<file path="src/rtl/bk_adder_pkg.sv">
// Shared definitions for the pipelined Brent-Kung adder: prefix level count,
// per-bit propagate/generate bundle and pipeline latency.
package bk_adder_pkg;

    localparam int unsigned LATENCY = 3;

    typedef struct packed {
        logic p;
        logic g;
    } pg_t;

    function automatic int unsigned clog2(input int unsigned value);
        int unsigned lvl;
        lvl = 0;
        while ((64'd1 << lvl) < 64'(value)) begin
            lvl++;
        end
        return lvl;
    endfunction

endpackage

</file>
<file path="src/rtl/bk_prefix_cell.sv">
// Brent-Kung prefix operator (black cell); grey positions simply ignore pout.
module bk_prefix_cell (
    input  logic p1,
    input  logic g1,
    input  logic p0,
    input  logic g0,
    output logic pout,
    output logic gout
);

    always_comb begin
        pout = p1 & p0;
        gout = g1 | (p1 & g0);
    end

endmodule

</file>
<file path="src/rtl/bk_pipe_adder.sv">
// Three-stage pipelined Brent-Kung adder with valid/ready handshake.
// Optional signed-overflow output enabled by defining BK_PIPE_ADDER_OVF_EN.
module bk_pipe_adder
    import bk_adder_pkg::*;
#(
    parameter int unsigned WIDTH = 32
) (
    input  logic             clk,
    input  logic             rst,
    input  logic             in_valid,
    output logic             in_ready,
    input  logic [WIDTH-1:0] a,
    input  logic [WIDTH-1:0] b,
    input  logic             cin,
    output logic             out_valid,
    input  logic             out_ready,
    output logic [WIDTH-1:0] sum,
    output logic             cout
`ifdef BK_PIPE_ADDER_OVF_EN
    ,
    output logic             ovf
`endif
);

    localparam int unsigned LVL = clog2(WIDTH);

    logic                      adv;
    logic                      s1_valid;
    logic                      s2_valid;
    pg_t  [WIDTH-1:0]          pre_pg;
    pg_t  [WIDTH-1:0]          s1_pg;
    logic                      s1_cin;
    pg_t  [WIDTH-1:0]          s2_grp;
    logic [WIDTH-1:0]          s2_p;
    logic                      s2_cin;
    pg_t  [LVL:0][WIDTH-1:0]   up;
    pg_t  [LVL-1:0][WIDTH-1:0] dn;
    logic [WIDTH-1:0]          carry;
    logic [WIDTH-1:0]          sum_c;
    logic                      dn_p_unused;

    always_comb begin
        adv      = !out_valid || out_ready;
        in_ready = adv;
    end

    always_comb begin
        pre_pg = '0;
        for (int unsigned i = 0; i < WIDTH; i++) begin
            pre_pg[i].p = a[i] ^ b[i];
            pre_pg[i].g = a[i] & b[i];
        end
    end

    // cin enters as bit -1 (p=0, g=cin), merged into position 0 ahead of the up-sweep
    bk_prefix_cell u_fold (
        .p1  (s1_pg[0].p),
        .g1  (s1_pg[0].g),
        .p0  (1'b0),
        .g0  (s1_cin),
        .pout(up[0][0].p),
        .gout(up[0][0].g)
    );
    assign up[0][WIDTH-1:1] = s1_pg[WIDTH-1:1];

    for (genvar l = 0; l < LVL; l++) begin : g_up
        for (genvar i = 0; i < WIDTH; i++) begin : g_bit
            if ((i + 1) % (2 << l) == 0) begin : g_node
                bk_prefix_cell u_cell (
                    .p1  (up[l][i].p),
                    .g1  (up[l][i].g),
                    .p0  (up[l][i - (1 << l)].p),
                    .g0  (up[l][i - (1 << l)].g),
                    .pout(up[l+1][i].p),
                    .gout(up[l+1][i].g)
                );
            end else begin : g_pass
                assign up[l+1][i] = up[l][i];
            end
        end
    end

    assign dn[0] = s2_grp;

    // down-sweep level j fills the midpoints left open by up-sweep level LVL-1-j
    for (genvar j = 1; j < LVL; j++) begin : g_dn
        for (genvar i = 0; i < WIDTH; i++) begin : g_bit
            if (((i + 1) % (2 << (LVL - 1 - j)) == (1 << (LVL - 1 - j))) &&
                ((i + 1) > (2 << (LVL - 1 - j)))) begin : g_node
                bk_prefix_cell u_cell (
                    .p1  (dn[j-1][i].p),
                    .g1  (dn[j-1][i].g),
                    .p0  (dn[j-1][i - (1 << (LVL - 1 - j))].p),
                    .g0  (dn[j-1][i - (1 << (LVL - 1 - j))].g),
                    .pout(dn[j][i].p),
                    .gout(dn[j][i].g)
                );
            end else begin : g_pass
                assign dn[j][i] = dn[j-1][i];
            end
        end
    end

    always_comb begin
        carry       = '0;
        dn_p_unused = 1'b0;
        for (int unsigned i = 0; i < WIDTH; i++) begin
            carry[i]    = dn[LVL-1][i].g;
            dn_p_unused = dn_p_unused ^ dn[LVL-1][i].p;
        end
    end

    always_comb begin
        sum_c    = '0;
        sum_c[0] = s2_p[0] ^ s2_cin;
        for (int unsigned i = 1; i < WIDTH; i++) begin
            sum_c[i] = s2_p[i] ^ carry[i-1];
        end
    end

    always_ff @(posedge clk) begin
        if (rst) begin
            s1_valid  <= 1'b0;
            s2_valid  <= 1'b0;
            out_valid <= 1'b0;
            sum       <= '0;
            cout      <= 1'b0;
`ifdef BK_PIPE_ADDER_OVF_EN
            ovf       <= 1'b0;
`endif
        end else if (adv) begin
            s1_valid  <= in_valid;
            s2_valid  <= s1_valid;
            out_valid <= s2_valid;
            if (s2_valid) begin
                sum  <= sum_c;
                cout <= carry[WIDTH-1];
`ifdef BK_PIPE_ADDER_OVF_EN
                ovf  <= carry[WIDTH-2] ^ carry[WIDTH-1];
`endif
            end
        end
    end

    always_ff @(posedge clk) begin
        if (adv) begin
            s1_pg  <= pre_pg;
            s1_cin <= cin;
            s2_grp <= up[LVL];
            s2_cin <= s1_cin;
            for (int unsigned i = 0; i < WIDTH; i++) begin
                s2_p[i] <= s1_pg[i].p;
            end
        end
    end

endmodule

</file>
<file path="config.mk">
export PLATFORM = sky130hd
export DESIGN_NAME = bk_pipe_adder
export DESIGN_NICKNAME = d
export VERILOG_FILES = /design/src/rtl/bk_adder_pkg.sv /design/src/rtl/bk_prefix_cell.sv /design/src/rtl/bk_pipe_adder.sv
export SDC_FILE = /design/constraint.sdc
export NUM_CORES = 1
export LEC_CHECK = 0
export BUFFER_PORTS_ARGS = -buffer_cell sky130_fd_sc_hd__clkbuf_2
export CAP_MARGIN = 10
export CORE_MARGIN = 2
export CORE_UTILIZATION = 45
export DETAILED_ROUTE_END_ITERATION = 8
export PLACE_DENSITY = 0.65
export SYNTH_ARGS = -nofsm -noshare
export SYNTH_HDL_FRONTEND = slang
export SYNTH_HIERARCHICAL = 1
export SYNTH_SLANG_ARGS = --single-unit
</file>
<file path="constraint.sdc">
create_clock -name clk -period 3.9 [get_ports clk]
set_input_delay 0.195 -clock clk [delete_from_list [all_inputs] [get_ports clk]]
set_output_delay 0.195 -clock clk [all_outputs]
set_load 0.01 [all_outputs]
</file>
-- After elaboration in Yosys (flattened, before gate mapping)
Index checks and enable logic that the tools add are counted.
- add/sub/neg operators: 0
- $mul: 0
- divide/modulo/power cells: 0
- order comparisons: 0
- equality and inequality tests: 0
- shifts and indexed selects: 0
- mux-type cells: 0
- bitwise logic cells: 238
- reductions and logical operators: 3
- operators by type and width (kind ; count):
    $and 1x1->1 ; 116
    $xor 1x1->1 ; 64
    $or 1x1->1 ; 58
    $reduce_and 2->1 ; 1
    $logic_not 1->1 ; 1
    $logic_or 1x1->1 ; 1
- register bits: 192
- bits in latches: 0
- RAM bits: 0
- ROM bits: 0
- input port bits: 69
- output and inout bits: 35
- word-level logic and storage cells: 371
- memories kept: 0

-- Longest topological paths before layout
Gate-level depths: netlist of the first run.
- word-level depth: 12
- gate-level depth with buffers: 6
- depth with buffers taken out: 6

-- By module
The synthesis of the first run kept the hierarchy.
- by module, submodules not included (module ; instances ; cells an instance ; area an instance (um^2) ; sequential area each (um^2)):
    bk_pipe_adder ; 1 ; 297 ; 6233.5 ; 5074.9
    bk_prefix_cell ; 58 ; 2 ; 13.8 ; 0.0

-- Worst setup path before layout of the first run
No wires, ideal clock.
- path kind: register to register
- from: register out_valid
- to: register sum[1]
- setup time: 117 ps
- arrival: 2791 ps
- data required time: 3783 ps
- setup slack: 992 ps
- stages on the path, launching flop included: 6
- path buffers: 1
- clock period less this slack: 2908 ps
- path through: dfxtp_1 nor2b_4 inv_2 a21oi_4 buf_6 a22o_2
- word-level cells in the longest chain between the ends: 3
- ends and longest elaborated chain (what ; line ; RTL):
    start: declaration ; bk_pipe_adder.sv:15 ; output logic out_valid,
    start signal: assignment ; bk_pipe_adder.sv:134 ; out_valid <= s2_valid;
    $logic_not 1->1 ; bk_pipe_adder.sv:43 ; adv = !out_valid || out_ready;
    $logic_or 1x1->1 ; bk_pipe_adder.sv:43 ;
    named net in_ready ; bk_pipe_adder.sv:11 ; output logic in_ready,
    $reduce_and 2->1 (no source line) ; -- ;
    end signal: assignment ; bk_pipe_adder.sv:136 ; sum <= sum_c;
    end: declaration ; bk_pipe_adder.sv:17 ; output logic [WIDTH-1:0] sum,
The timed path passes the listed nets, and every way through them passes these cells.
A chain may end at the register's enable or synchronous reset.

-- Worst setup path after layout of the first run
- from: register out_valid
- to: register s1_valid
- word-level cells in the longest chain between the ends: 2
- ends and longest elaborated chain (what ; line ; RTL):
    $logic_not 1->1 ; bk_pipe_adder.sv:43 ;
    $logic_or 1x1->1 ; bk_pipe_adder.sv:43 ;
    end signal: assignment ; bk_pipe_adder.sv:132 ; s1_valid <= in_valid;
    end: declaration ; bk_pipe_adder.sv:28 ; logic s1_valid;
Every way passes these cells.

==> flow_metrics.env, run 1 <==
export IMPL_cts_htree_levels=4
export IMPL_fillerInstances=1199
export IMPL_met2RoutedLength_mm=5.23
export IMPL_syn_to_final_growth_pct=19.4
export IMPL_post_dp_hpwl_mm=7.17
export IMPL_share_of_the_core_filled_with_cells_in_the_final_layout_pct=55.1
export IMPL_ff2ff_path_depth=5
export IMPL_wp_buf_inv=2
export IMPL_timing_hold_worst_start="in_valid"
export IMPL_detailed_route_via_count=3426
export IMPL_holdPathStages=3
export IMPL_power_share_combinational_pct=7.4
export IMPL_fraction_of_final_layout_cells_with_drive_strength_greater_than_1_pct=31.3
export IMPL_drtPass1Iterations=4
export IMPL_die_width_um=126
export IMPL_num_io_pins=104
export IMPL_avgSynthCellArea_sq_um=17.8
export IMPL_setup_crit_start="out_valid"
export IMPL_cp_max_fo=76
export IMPL_grt_first_pass_wirelength_mm=16.8
export IMPL_post_cts_setup_buffer_count=0
export IMPL_end_kind="flop"
export IMPL_y_dimension_of_the_die_um=126
export IMPL_power_internal_mw=3.40
export IMPL_power_leakage_nw=3.66
export IMPL_hold_path_class="primary input to flop"
export IMPL_design_core_area_sq_um=14500
export IMPL_postSynthNetCount=477
export IMPL_maxUsedRoutingLayer="met4"
export IMPL_met1_wire_length_mm=4.13
export IMPL_final_hold_fails=0
export IMPL_grt_antenna_before_repair=0
export IMPL_worst_path_largest_cell_delay_ns=0.83
export IMPL_power_density_nw_per_um2=538
export IMPL_run_status="finished, final reports clean"
export IMPL_slowest_stage="buf_4"
export IMPL_post_route_period_util_pct=55.9
export IMPL_cts_inserted_buffers=17
export IMPL_worstSetupPathType="flop to flop"
export IMPL_p_seq_share_pct=53.8
export IMPL_gr_usage_all_layers_pct=13.9
export IMPL_clkSinkCount=177
export IMPL_ff2ff_setup_slack_ns=1.72
export IMPL_required_time_at_the_endpoint_of_the_critical_path_ns=4.21
export IMPL_post_route_min_period_ns=2.18
export IMPL_max_cap_viol_count=0
export IMPL_net_switching_power_uw=909
export IMPL_regToRegStartpoint="out_valid"
export IMPL_std_cell_rows=44
export IMPL_synth_yosys_warnings=6
export IMPL_ant_cells=0
export IMPL_clockRootBuffer="clkbuf_16"
export IMPL_placed_cells=659
export IMPL_clkLatencyLatePin_ns=0.42
export IMPL_worst_pin_slew_ns=0.935
export IMPL_clock_fmax_mhz=458
export IMPL_final_cells=692
export IMPL_post_drt_wl_per_cell_um=14.8
export IMPL_detail_route_drc_violations=0
export IMPL_setup_viol=0
export IMPL_gp_congestion=0.721
export IMPL_number_of_hold_buffers_added_after_cts=1
export IMPL_grt_max_degree=77
export IMPL_max_vdd_ir_drop_uv=352
export IMPL_first_global_vias=3532
export IMPL_rsz_0062_raised_after_global_routing="false"
export IMPL_reg2reg_to="s1_valid"
export IMPL_worst_hold_path_endpoint="s1_valid"
export IMPL_setup_total_negative_slack_ns=0
export IMPL_cts_repair_resized=0
export IMPL_path_clk_slew_ns=0.06
export IMPL_initial_utilization_pct=46.2
export IMPL_share_clk_of_total_power_pct=38.7
export IMPL_slew_viol_final=0
export IMPL_final_net_count=596
export IMPL_syn_instance_count=376
export IMPL_p_sw_share_pct=21.1
export IMPL_globalRouteOverflowTotal=0
export IMPL_start_kind="flop"
export IMPL_initialDrtViolationCount=237
export IMPL_route_final_wire_length_mm=10.2
export IMPL_cts_buffer_depth=2
export IMPL_cp_data_arrival_time_ns=2.49
export IMPL_relSlewSlack_pct=37.5
export IMPL_remaining_number_of_nets_flagged_by_the_antenna_check_after_routing=0
export IMPL_met3_wirelength_um=625
export IMPL_netlist_area_sq_um=6710
export IMPL_die_area_sq_um=15900
export IMPL_critical_path_top_delay_family="buffers and inverters"
export IMPL_clock_skew_ns=0.00598
export IMPL_port_buffers=103
export IMPL_viasPerCell=4.95
export IMPL_clock_tree_from_tritoncts="built"
export IMPL_cp_cell_sequence="nor2b_4, inv_6, buf_4, mux2i_1, nor2_1"
placed cells by master (no fill, tap or decap), types with 2 or more instances in the layout:
cell,count
dfxtp_1,36
clkinv_4,3
clkinvlp_4,2
inv_6,2
clkbuf_16,17
a22o_2,20
clkinv_1,3
a22o_1,12
nor2_1,2
edfxtp_1,141
a21o_1,58
buf_4,2
clkbuf_2,103
xor2_1,32
bufinv_16,3
clkinv_2,3
and2_1,26
ha_1,32
mux2i_1,2
a21oi_1,2
power groups by stage:
stage | sequential (mW) | combinational [mW] | clock, mW
after floorplan | 2.35 | 0.210 | 0
after global placement | 2.35 | 0.315 | 0
after detailed placement | 2.36 | 0.324 | 0
after CTS | 2.32 | 0.327 | 1.71
after global routing | 2.34 | 0.362 | 1.79
final | 2.32 | 0.320 | 1.67
worst max-delay path by stage:
stage          slack [ns]       end  cells past startpoint
3_3_place_gp         1.75  s1_valid                      5
4_1_cts              1.66  s1_valid                      5
2_1_floorplan        1.04    sum[1]                      5
5_1_grt              1.53  s1_valid                      5
3_5_place_dp         1.67  s1_valid                      5
6_report             1.72  s1_valid                      5
stage by stage:
step	instance area, sq um	hold slack (ns)	setup WS, ns	power (mW)
final	8010	0.0175	1.72	4.31
after CTS	8010	0.00914	1.66	4.36
after floorplan	6710	0.264	1.04	2.56
after detailed placement	7410	0.378	1.67	2.69
after global routing	8010	0.0313	1.53	4.49
after global placement	7410	0.394	1.75	2.67
worst min-delay path: cells and delay by family:
family / cells / cell delay, ns
buffers and inverters: 1 / 0.07
AND/OR/NAND/NOR: 1 / 0.08
multiplexers: 1 / 0.05
layout make-up:
class | instances | area [sq um] | area share, %
Clock inverter | 15 | 166 | 2.08
Tap cell | 184 | 230 | 2.88
Timing Repair Buffer | 106 | 541 | 6.75
Inverter | 2 | 12.5 | 0.156
Sequential cell | 177 | 4950 | 61.9
Clock buffer | 17 | 425 | 5.31
Multi-Input combinational cell | 191 | 1680 | 21.0
state kept, by name, summed over array words and instances (netlist names):
signal,count
carry,6
cout,1
dn,37
out_valid,1
s1_cin,1
s1_pg,64
s1_valid,1
s2_cin,1
s2_p,32
s2_valid,1
sum,32
routing by layer:
layer	GRT usage, %	up-vias
li1	-	1692
met4	6.40	0
met3	5.27	17
met1	15.3	1626
met5	0	-
met2	23.7	91
Note: power is estimated with default switching activity, not from simulation.
==> inputs of run 2 (changes only) <==
- clock period: 3.9 -> 2.3 ns (I/O delays scaled with it)
==> flow_metrics.env, run 2 (synthesized netlist as in run 1, its figures left out) <==
export IMPL_reg2reg_to="s1_valid"
export IMPL_regMostFlops="s1_pg"
export IMPL_post_route_min_period_ns=2.10
export IMPL_die_width_um=126
export IMPL_power_internal_mw=6.41
export IMPL_first_global_vias=3960
export IMPL_grt_first_pass_wirelength_mm=19.0
export IMPL_cts_buffer_depth=2
export IMPL_cp_max_fo=146
export IMPL_cp_cell_sequence="nor2b_4, inv_6, buf_12, mux2i_1, nor2_1, dlygate4sd3_1"
export IMPL_clock_tree_from_tritoncts="built"
export IMPL_std_cell_rows=44
export IMPL_detail_route_drc_violations=0
export IMPL_power_leakage_nw=4.08
export IMPL_ant_cells=0
export IMPL_clkLatencyLatePin_ns=0.43
export IMPL_die_area_sq_um=15900
export IMPL_final_net_count=680
export IMPL_post_drt_wl_per_cell_um=15.4
export IMPL_worst_pin_slew_ns=0.963
export IMPL_required_time_at_the_endpoint_of_the_critical_path_ns=2.61
export IMPL_gr_usage_all_layers_pct=15.7
export IMPL_end_kind="flop"
export IMPL_worst_hold_path_endpoint="s1_pg[46]"
export IMPL_detailed_route_via_count=3762
export IMPL_timing_hold_worst_start="a[23]"
export IMPL_path_clk_slew_ns=0.06
export IMPL_slowest_stage="dlygate4sd3_1"
export IMPL_setup_total_negative_slack_ns=0
export IMPL_final_hold_fails=0
export IMPL_clockRootBuffer="clkbuf_16"
export IMPL_y_dimension_of_the_die_um=126
export IMPL_globalRouteOverflowTotal=0
export IMPL_run_status="finished, final reports clean"
export IMPL_worst_path_largest_cell_delay_ns=0.55
export IMPL_setup_viol=0
export IMPL_share_clk_of_total_power_pct=42.3
export IMPL_max_vdd_ir_drop_uv=542
export IMPL_p_sw_share_pct=20.2
export IMPL_net_switching_power_mw=1.63
export IMPL_final_cell_mix="141 x edfxtp_1, 103 x clkbuf_2, 84 x dlygate4sd3_1, 58 x a21o_1, 36 x dfxtp_1"
export IMPL_timing_hold_ws_ns=0.00957
export IMPL_clock_skew_ns=0.00848
export IMPL_cts_inserted_buffers=17
export IMPL_remaining_number_of_nets_flagged_by_the_antenna_check_after_routing=0
export IMPL_regToRegStartpoint="out_valid"
export IMPL_design_core_area_sq_um=14500
export IMPL_grt_max_degree=147
export IMPL_worstSetupPathType="flop to flop"
export IMPL_grt_antenna_before_repair=0
export IMPL_slew_viol_final=0
export IMPL_detailed_place_area_sq_um=7430
export IMPL_rsz_0062_raised_after_global_routing="false"
export IMPL_flip_flop_count_of_the_largest_register_all_copies_and_words_added=64
export IMPL_ff2ff_setup_slack_ns=0.20
export IMPL_viasPerCell=4.85
export IMPL_post_layout_total_power_mw=8.03
export IMPL_clkSinkCount=177
export IMPL_layout_setup_ws_ns=0.200
export IMPL_num_io_pins=104
export IMPL_hold_path_class="primary input to flop"
export IMPL_holdPathStages=2
export IMPL_finish_instance_area_sq_um=8970
export IMPL_post_dp_hpwl_mm=7.06
export IMPL_start_kind="flop"
export IMPL_port_buffers=103
export IMPL_initial_utilization_pct=46.2
export IMPL_ff2ff_path_depth=6
export IMPL_worst_setup_slack_after_placement_ns=0.466
export IMPL_cts_htree_levels=4
export IMPL_power_share_combinational_pct=8.7
export IMPL_drtPass1Iterations=4
export IMPL_power_density_nw_per_um2=895
export IMPL_route_final_wire_length_mm=11.9
export IMPL_relSlewSlack_pct=35.6
export IMPL_max_cap_viol_count=0
export IMPL_clock_fmax_mhz=476
export IMPL_p_seq_share_pct=49.0
export IMPL_syn_to_final_growth_pct=33.8
export IMPL_gp_congestion=0.727
export IMPL_fraction_of_final_layout_cells_with_drive_strength_greater_than_1_pct=27.5
export IMPL_cp_data_arrival_time_ns=2.41
export IMPL_layout_cells_most_common="edfxtp_1"
export IMPL_initialDrtViolationCount=232
export IMPL_post_route_period_util_pct=91.3
==> run 2: cell count changes in the layout (fill, tap and decap cells not counted), sizes merged <==
cell	before	now
dlygate4sd3	1	84
bufinv	3	7
clkbuf	120	122
buf	2	3
clkinv	9	3
==> run 2: critical path: cells and delay by family (launching register included) <==
| family | cells | cell delay (ns) |
|---|---|---|
| buffers and inverters | 3 | 1.13 |
| DFF | 1 | 0.31 |
| muxes | 1 | 0.26 |
| and+or+nand+nor | 2 | 0.21 |
==> run 2: cell type report <==
class                           instances  area (sq um)
Clock buffer                           19           453
Clock inverter                         13           255
Fill cell                            1115          5560
Inverter                                2          12.5
Multi-Input combinational cell        191          1680
Sequential cell                       177          4950
Tap cell                              184           230
Timing Repair Buffer                  190          1390
==> run 2: worst max-delay path by stage <==
stage,startpoint,end,cells past startpoint
6_report,out_valid,s1_valid,6
5_1_grt,out_valid,s1_valid,6
4_1_cts,out_valid,s1_valid,6
3_5_place_dp,carry[15],sum[31],6
3_3_place_gp,carry[15],sum[31],6
2_1_floorplan,out_valid,sum[1],5
==> run 2: per-layer routing <==
metal | up-vias | global-route usage (%) | part of all wire [%]
met4 | 0 | 7.76 | 2.6
met3 | 28 | 4.67 | 4.0
met2 | 81 | 28.0 | 52
li1 | 1854 | - | -
met5 | - | 0 | 0
met1 | 1799 | 17.1 | 41
==> run 2: timing repair <==
action | 4_1_cts | 5_1_grt
resized for setup | 0 | 0
buffers inserted | 0 | 0
hold buffers | 81 | 3
endpoints found under the hold margin | 59 | 3
==> run 2: through the flow <==
step                      util [%]  cells
after detailed placement      51.1    660
after floorplan                  -    376
after CTS                     61.5    773
after global routing          61.8    776
after global placement        51.1    660
final                         61.8    776
==> run 2: power by group through the flow <==
stage | combinational (mW) | clock, mW | sequential [mW]
after floorplan | 0.356 | 0 | 3.98
after global placement | 0.530 | 0 | 3.99
after detailed placement | 0.548 | 0 | 4.01
after CTS | 0.689 | 3.46 | 3.94
after global routing | 0.774 | 3.60 | 3.97
final | 0.696 | 3.40 | 3.94
